--- src/rtl/operand_loader_pkg.sv ---
// operand_loader_pkg: shared state type and constants for operand_loader.
// OPERAND_LOADER_PARITY_EN adds the LOAD_P state.
package operand_loader_pkg;
    localparam int OPW = 4;
    localparam int TIMEOUT_CYC_DEF = 15;
`ifdef OPERAND_LOADER_PARITY_EN
    typedef enum logic [2:0] {IDLE, LOAD_A, LOAD_B, HOLD, LOAD_P} state_e;
`else
    typedef enum logic [2:0] {IDLE, LOAD_A, LOAD_B, HOLD} state_e;
`endif
endpackage

--- src/rtl/loader_shift4.sv ---
// loader_shift4: MSB-first shadow shift register with clear and load-enable.
// nxt exposes the value being written this cycle so the loader can commit without a bubble.
module loader_shift4
    import operand_loader_pkg::*;
(
    input  logic           clk,
    input  logic           rst_n,
    input  logic           clr,
    input  logic           en,
    input  logic           din,
    output logic [OPW-1:0] nxt
);
    logic [OPW-1:0] sh_q, sh_d;

    always_comb sh_d = clr ? '0 : en ? {sh_q[OPW-2:0], din} : sh_q;

    assign nxt = sh_d;

    always_ff @(posedge clk) begin
        if (!rst_n) sh_q <= '0;
        else        sh_q <= sh_d;
    end
endmodule

--- src/rtl/operand_loader.sv ---
// operand_loader: serially loads 4-bit operands A and B and commits them atomically for a comparator.
// Define OPERAND_LOADER_PARITY_EN to require a trailing even-parity bit before commit.
module operand_loader
    import operand_loader_pkg::*;
#(
    parameter int TIMEOUT_CYC = TIMEOUT_CYC_DEF
) (
    input  logic clk,
    input  logic rst_n,
    input  logic start,
    input  logic ser_in,
    input  logic ser_valid,
    input  logic ack,
    output logic a3, a2, a1, a0,
    output logic b3, b2, b1, b0,
    output logic ops_valid,
    output logic busy,
    output logic err
);
    localparam logic [7:0] TO = 8'(TIMEOUT_CYC);

    state_e         state_q, state_d;
    logic [1:0]     cnt_q, cnt_d;
    logic [7:0]     idle_q, idle_d, idle_inc;
    logic           err_q, err_d;
    logic [OPW-1:0] a_q, a_d, b_q, b_d, sh_a, sh_b;
    logic           clr, en_a, en_b;

    assign clr  = (state_q == IDLE) && start;
    assign en_a = (state_q == LOAD_A) && ser_valid;
    assign en_b = (state_q == LOAD_B) && ser_valid;

    loader_shift4 u_sh_a (.clk(clk), .rst_n(rst_n), .clr(clr), .en(en_a), .din(ser_in), .nxt(sh_a));
    loader_shift4 u_sh_b (.clk(clk), .rst_n(rst_n), .clr(clr), .en(en_b), .din(ser_in), .nxt(sh_b));

`ifdef OPERAND_LOADER_PARITY_EN
    assign busy = (state_q == LOAD_A) || (state_q == LOAD_B) || (state_q == LOAD_P);
`else
    assign busy = (state_q == LOAD_A) || (state_q == LOAD_B);
`endif
    assign ops_valid = (state_q == HOLD);
    assign err       = err_q;
    assign {a3, a2, a1, a0} = a_q;
    assign {b3, b2, b1, b0} = b_q;

    // Saturating so a long stall can never wrap back below the threshold
    assign idle_inc = (idle_q == 8'hFF) ? idle_q : idle_q + 8'd1;

    always_comb begin
        state_d = state_q;
        cnt_d   = cnt_q;
        idle_d  = idle_q;
        err_d   = 1'b0;
        a_d     = a_q;
        b_d     = b_q;
        if (busy && ser_valid) begin
            cnt_d  = cnt_q + 2'd1;
            idle_d = '0;
        end else if (busy) begin
            idle_d = idle_inc;
            if (idle_inc >= TO) begin
                state_d = IDLE;
                err_d   = 1'b1;
            end
        end
        case (state_q)
            IDLE: if (start) begin
                state_d = LOAD_A;
                cnt_d   = '0;
                idle_d  = '0;
            end
            LOAD_A: if (ser_valid && cnt_q == 2'd3) state_d = LOAD_B;
            LOAD_B: if (ser_valid && cnt_q == 2'd3) begin
`ifdef OPERAND_LOADER_PARITY_EN
                state_d = LOAD_P;
`else
                state_d = HOLD;
                a_d     = sh_a;
                b_d     = sh_b;
`endif
            end
`ifdef OPERAND_LOADER_PARITY_EN
            LOAD_P: if (ser_valid) begin
                if (ser_in == ^{sh_a, sh_b}) begin
                    state_d = HOLD;
                    a_d     = sh_a;
                    b_d     = sh_b;
                end else begin
                    state_d = IDLE;
                    err_d   = 1'b1;
                end
            end
`endif
            HOLD: if (ack) state_d = IDLE;
            default: state_d = IDLE;
        endcase
    end

    always_ff @(posedge clk) begin
        if (!rst_n) begin
            state_q <= IDLE;
            cnt_q   <= '0;
            idle_q  <= '0;
            err_q   <= 1'b0;
            a_q     <= '0;
            b_q     <= '0;
        end else begin
            state_q <= state_d;
            cnt_q   <= cnt_d;
            idle_q  <= idle_d;
            err_q   <= err_d;
            a_q     <= a_d;
            b_q     <= b_d;
        end
    end
endmodule

--- config.mk ---
export PLATFORM = sky130hd
export DESIGN_NAME = operand_loader
export DESIGN_NICKNAME = d
export VERILOG_FILES = /design/src/rtl/operand_loader_pkg.sv /design/src/rtl/loader_shift4.sv /design/src/rtl/operand_loader.sv
export SDC_FILE = /design/constraint.sdc
export NUM_CORES = 1
export LEC_CHECK = 0
export CORE_ASPECT_RATIO = 1.2
export CORE_MARGIN = 2
export CORE_UTILIZATION = 45
export DETAILED_ROUTE_END_ITERATION = 8
export GPL_TIMING_DRIVEN = 1
export PLACE_DENSITY_LB_ADDON = 0.05
export SYNTH_ARGS = -nofsm -noshare
export SYNTH_HDL_FRONTEND = slang
export SYNTH_SLANG_ARGS = --single-unit
export TNS_END_PERCENT = 20
--- constraint.sdc ---
create_clock -name clk -period 2.35 [get_ports clk]
set_input_delay 0.47 -clock clk [delete_from_list [all_inputs] [get_ports clk]]
set_output_delay 0.47 -clock clk [all_outputs]
set_load 0.03 [all_outputs]
# After elaboration in Yosys (flattened, before gate mapping)
# Index checks and enable logic that the tools add are counted.
# W data, S select, Z words.
[word_totals] word_cells=48 register_bits=30 inputBits=6
[classes] magnitude_cmp=1 n_reduce_logical=9 addsub=2 bitwise=2 eq_ne=5 n_mux=21
[ops] cell="$mux W8" n=5
[ops] cell="$mux W3" n=7
[ops] cell="$mux W4" n=4
[ops] cell="$pmux W3 S4" n=1
[ops] cell="$add A8 B1 Y8 const B" n=1
[ops] cell="$eq A8 B8 Y1 const B" n=1
[ops] cell="$ge A8 B4 Y1 const B" n=1
[ops] cell="$eq A3 B2 Y1 const B" n=2
[ops] cell="$mux W2" n=3
[ops] cell="$logic_and A1 B1 Y1" n=5
[ops] cell="$eq A3 B1 Y1 const B" n=1
[ops] cell="$logic_not A3 Y1" n=1
[ops] cell="$reduce_or A3 Y1" n=1
[ops] cell="$add A2 B1 Y2 const B" n=1
[ops] cell="$eq A2 B2 Y1 const B" n=1
[ops] cell="$not A1 Y1" n=2
[ops] cell="$reduce_and A2 Y1" n=1
[ops] cell="$logic_or A1 B1 Y1" n=1
[ops] cell="$mux W1" n=1

# Logic depth before layout (Yosys ltp)
# Gate-level depths: netlist (run 1).
[logic_depth] depth_word=8 ltp_mapped=8 ltp_nobuf=6

# By module
# A second synthesis (run 1) with hierarchy kept.
[unflattened] hier_cells=166 area_unflattened_um2=1496.4
[by_module_without_submodules] mod="operand_loader" cells_each=130 n_inst=1 seq_area_each_um2=440.4 area_each_um2=1173.6
[by_module_without_submodules] mod="loader_shift4" cells_each=18 n_inst=2 seq_area_each_um2=80.1 area_each_um2=161.4

# Worst setup path before layout (run 1)
# No wires, ideal clock.
[synth_timing] path_kind="register to register" start="register state_q[0]" end="register state_q[1]" required_time_ns=2.262 path_buffers=1 path_stages_with_launch=6 t_arrival_ns=1.707 setup_slack_ns=0.555 synth_period_minus_slack_ns=1.795 setup_ns=0.088 cell_sequence="dfxtp_1 buf_2 inv_1 nor3b_1 nand3b_1 a311oi_2"
[synth_between] word_cells_on_any_way=13
[synth_rtl] element="start, declared" line="operand_loader.sv:22" text="state_e state_q, state_d;"
[synth_rtl] element="start signal, assigned" line="operand_loader.sv:108" text="state_q <= state_d;"
[synth_rtl] element="$eq A3 B2 Y1"
[synth_rtl] element="net ops_valid" line="operand_loader.sv:16" text="output logic ops_valid,"
[synth_rtl] element="$pmux W3 S4" line="operand_loader.sv:66" text="case (state_q)"
# The timed path passes the listed nets, and every way through them passes these cells.
# A chain may end at the register's enable or synchronous reset.

# Worst setup path after layout (run 1)
[layout_timing] start="register state_q[0]" end="output port ops_valid"
[layout_between] elab_chain_len=1
[layout_lines] element="$eq A3 B2 Y1" line="operand_loader.sv:41" text="assign ops_valid = (state_q == HOLD);"
[layout_lines] element="end, declared" line="operand_loader.sv:16"
# Every way passes these cells.

==> flow_summary.toml, run 1 <==
[pwr]
total_power_uw = 822.1
cellPowerDensity_nw_per_um2 = 482.0
p_comb_frac = 0.053
ir_worst_vdd_uv = 328.9
p_leak_nw = 0.6407
p_clk_frac = 0.343
power_frac_seq = 0.604
intPower_uw = 627.4
switchingPower_uw = 194.7
switching_share = 0.2368

[sta]
setup_viol = 0
period_share = 0.8779
fin_crit_ns = 2.063
fmax_mhz = 484.7
grt_setup_unrepaired = "no"
hold_viol = 0
timing.hold.ws_ns = 0.4728
fin_setup_tns_ns = 0
fin_skew_ns = 0.007032
maxSlewViolCount = 0

[yosys]
ys_warn_count = 0
syn-mean-instance-area_um2 = 8.896
synth_cell_type_count = 47
syn_nets = 172
syn_area_um2 = 1459
synthFlopType = "dfxtp_1"
ys_seq_area_frac = 0.3979
synth_seq_cells = 29
async_flop_share = 0
synth_cells = 164
synth_edf_count = 0

[die]
die_h_um = 66.37
die_w_um = 55.98
row_count = 22
num_io_pins = 17
coreArea_um2 = 3083
die_area_um2 = 3715
start_util = 0.4732

[routing]
routed_via_density = 5.561
detail-route-antenna-nets = 0
drt_iter0_markers = 23
wl_per_cell_um = 13.74
firstDrtPassIters = 4
vias = 1229
route.detailed.drc = 0
totalWireLength_mm = 3.036

[cells_and_area]
fin_cells = 221
fin_area_um2 = 1705
layout-drive-gt1-share = 0.1297
fillerInstances = 317
antennaDiodeCount = 0
final_common_cell = "dfxtp_1"
final_cell_mix = "28 x dfxtp_1, 21 x nand2_1, 17 x nor2_1"
area_delta_synth_final_pct = 16.90
nets = 192

[global_route]
grt_start_max_net_pins = 14
grt_antenna_before_repair = 0
grt_pass1_vias = 1301
grt_pass1_wl_mm = 5.520
grt_overflow = 0
grt_usage = 0.1928

[setup_path]
crit_required_ns = 1.88
path_class = "register to output pin"
cp_max_fo = 7
critPathMaxStageDelay_ns = 0.47
cp_num_buf_inv = 2
cp_slowest_cell = "dfxtp_1"
path_delay_family = "buffers and inverters"
cp-start-kind = "register"
cp_data_arrival_time_ns = 1.59
path_cells = "inv_1 -> nor3b_1 -> dlygate4sd2_1"
critPathCaptureType = "output pin"

[placed_design]
placed_cell_area_um2 = 1652
port_buffers = 16
placedCellCount = 213
dp_hpwl_mm = 2.309
gp_congestion = 0.8228

[cts]
htreeDepth = 2
hold_buffers = 0
clkLatencyLatePin_ns = 0.33
numCtsBuffers = 5
postCtsSetupBuffers = 0
clk_path_buf_depth = 2
cts.clk_slew.worst_paths_ns = 0.09
cts_tree = "yes"
cts.sinks = 29
cts-root-buf = "clkbuf_4"

[run]
cap_violations = 0

[run_status]
outcome = "completed"

[min_path]
hold_path_class = "register to register"
==> routing by layer <==
layer,routed length (um),track usage,share of wire,up-vias
met5,0,0,0,-
met3,132,0.06458,0.043,10
li1,-,-,-,613
met4,92,0.1042,0.030,0
met1,1263,0.2043,0.42,583
met2,1546,0.3368,0.51,23
==> synthesized netlist by cell type (3+ instances only) <==
master    number  share of area
a21oi_1        7          0.024
buf_4          3          0.015
dfxtp_1       29           0.40
nor3b_1        4          0.021
xnor2_1        4          0.024
mux2i_1        9          0.062
nand3_1        8          0.027
o21ai_0        3          0.010
a21boi_0       8          0.041
nand2_1       21          0.054
nor2_1        17          0.044
and2_1         6          0.026
==> final timing paths <==
check             start        end  slack [ns]  depth (start not counted)
max          state_q[0]  ops_valid        0.29                          3
min              b_q[1]     b_q[1]        0.47                          2
max reg2reg   idle_q[0]        err        0.35                          6
min reg2reg      b_q[1]     b_q[1]        0.47                          2
==> power by group through the flow <==
stage	clock [mW]	sequential (mW)	combinational, mW
2_1_floorplan	0	0.507	0.0240
3_3_place_gp	0	0.508	0.0435
3_5_place_dp	0	0.508	0.0443
4_1_cts	0.294	0.497	0.0445
5_1_grt	0.320	0.498	0.0486
6_report	0.282	0.497	0.0437
==> worst min-delay path: cells and delay by family (launching register included) <==
family,cells,cell delay (ns)
AOI/OAI and AO/OA,1,0.06
DFF,1,0.32
and+or+nand+nor,1,0.05
==> repair_timing <==
item,in CTS,in global routing
resized for setup,2,1
pin swaps,0,0
endpoints found under the setup margin,2,1
hold endpoints to repair,0,0
==> per-stage QoR <==
stage / setup slack [ns] / util
6_report: 0.2869 / 0.5532
5_1_grt: 0.1187 / 0.5532
4_1_cts: 0.007516 / 0.5524
3_5_place_dp: 0.2924 / 0.5357
3_3_place_gp: 0.3299 / 0.5357
2_1_floorplan: 0.5550 / -
==> logic make-up after synthesis <==
logic type | synth area share
compound gates | 0.1527
xor+xnor | 0.03602
fa+ha+maj | 0.01715
buf+inv | 0.04460
flops | 0.3979
mux | 0.06175
other cells | 0.002570
simple gates | 0.2873
==> final cells by class <==
cell class,count,area (um2),share of cell area
clock inverters,2,10.01,0.005869
multi-input cells,124,813.3,0.4769
clock buffers,6,41.29,0.02421
flip-flops and latches,29,581.8,0.3412
well taps,36,45.04,0.02641
repair buffers,22,206.4,0.1211
inverters,2,7.507,0.004402
==> state kept, by name (all words and copies together), names as in the netlist <==
name,flops
idle_q,8
u_sh_b.sh_q,3
err,1
a_q,4
b_q,4
state_q,3
cnt_q,2
u_sh_a.sh_q,4
(Power assumes the default switching activity.)
==> inputs of run 2 (changes only) <==
- DONT_BUFFER_PORTS: not set -> 1
==> run 2 against run 1 <==
  * Final cell count is 7.7% lower
  * Clock power is 49% higher
  * Sequential share of layout area is 2.9 points higher
  * Critical path depth is 1 higher
  * Non-clock buffer count is 17 lower
  * Design area is 8.0% lower
  * First-iteration DRC count is 8.7% higher
  * Maximum frequency is 2.3% higher
  * Setup slack better by 0.047 ns
  * Highest routed layer unchanged
==> flow_summary.toml, run 2 (same netlist as run 1, synthesis figures left out) <==
[global_route]
grt_pass1_vias = 1182
grt_pass1_wl_mm = 5.223
grt_start_max_net_pins = 18
grt_overflow = 0
grt_usage = 0.1818
grt_antenna_before_repair = 0

[die]
die_w_um = 55.98
start_util = 0.4732
row_count = 22
num_io_pins = 17
die_area_um2 = 3715
die_h_um = 66.37
coreArea_um2 = 3083

[routing]
drt_iter0_markers = 25
highest_layer = "met4"
met1_length_mm = 1.229
routed_via_density = 5.578
detail-route-antenna-nets = 0
wl_met2_mm = 1.537
totalWireLength_mm = 2.965
vias = 1138
wl_met3_um = 144
wl_per_cell_um = 14.53
route.detailed.drc = 0
firstDrtPassIters = 4

[setup_path]
path_class = "register to output pin"
cp_data_arrival_time_ns = 1.55
cp_slowest_cell = "dfxtp_1"
path_cells = "xor2_1 -> nand2b_1 -> inv_1 -> buf_4"
cp_num_buf_inv = 2
cp-start-kind = "register"
crit_required_ns = 1.88
path_delay_family = "flip-flops"
critPathCaptureType = "output pin"
cp_max_fo = 10
critPathMaxStageDelay_ns = 0.51

[placed_design]
placedCellCount = 196
gp_congestion = 0.8378
port_buffers = 0
placed_cell_area_um2 = 1484
dp_hpwl_mm = 2.255

[cts]
htreeDepth = 2
cts_tree = "yes"
cts.sinks = 29
hold_buffers = 0
clkLatencyLatePin_ns = 0.32
cts.clk_slew.worst_paths_ns = 0.09
cts_resized = 0
clk_path_buf_depth = 2
cts-root-buf = "clkbuf_4"
postCtsSetupBuffers = 0
numCtsBuffers = 5

[sta]
fin_setup_tns_ns = 0
fin_skew_ns = 0.007387
maxSlewViolCount = 0
fin_crit_ns = 2.016
hold_viol = 0
timing.hold.ws_ns = 0.2665
grt_setup_unrepaired = "no"
period_share = 0.8579
fmax_mhz = 496.0
setup_viol = 0

[cells_and_area]
final_cell_mix = "29 x dfxtp_1, 21 x nand2_1, 17 x nor2_1"
final_common_cell = "dfxtp_1"
layout-drive-gt1-share = 0.1310
area_delta_synth_final_pct = 7.547
antennaDiodeCount = 0
regMostFlops = "idle_q"
largest_reg_flops = 8
fin_cells = 204
fin_area_um2 = 1569
nets = 175

[run]
cap_violations = 0

[min_path]
hold_path_class = "primary input to register"

[pwr]
cellPowerDensity_nw_per_um2 = 600.7
p_leak_nw = 0.5697
ir_worst_vdd_uv = 424.4

[run_status]
outcome = "completed"
[run 2: worst reg2reg max path, cell delays in order (launching register included)]
cell,delay [ns]
dfxtp_1,0.41
ha_1,0.33
nand4_4,0.16
or3b_1,0.43
a21oi_2,0.16
o211ai_2,0.12
and4b_1,0.22
[run 2: area by class of cell]
class,instances,area (um2)
fill,329,1514
timing repair buffer,5,37.54
inverter,2,7.507
tap,36,45.04
clock buffer,7,55.05
clock inverter,1,30.03
multi-input combinational,124,813.3
sequential,29,580.6
[run 2: worst paths after layout]
kind / end / cells past startpoint / start / slack (ns)
worst max-delay path: busy / 4 / state_q[1] / 0.33
worst min-delay path: u_sh_a.sh_q[1] / 1 / rst_n / 0.27
worst max register to register: err / 6 / idle_q[0] / 0.42
worst min register to register: cnt_q[1] / 2 / cnt_q[1] / 0.48
[run 2: per-layer routing]
metal	track usage	vias up
li1	-	581
met1	0.1794	527
met2	0.3397	23
met3	0.06067	7
met4	0.08631	0
met5	0	-
[run 2: where the power goes]
part / switching [mW] / leakage, nW / internal (mW) / total (mW)
combinational: 0.0147 / 0.290 / 0.0109 / 0.0256
clock: 0.166 / 0.0455 / 0.254 / 0.420
sequential: 0.00371 / 0.234 / 0.493 / 0.497
[run 2: per-stage QoR]
step                  util  setup WS [ns]  power (mW)
finish              0.5089         0.3340      0.9425
global route        0.5089         0.1419      0.9757
CTS                 0.5089         0.3162      0.9579
detailed placement  0.4813         0.4413      0.5341
global placement    0.4813         0.4904      0.5337
floorplan                -         0.5550      0.5305
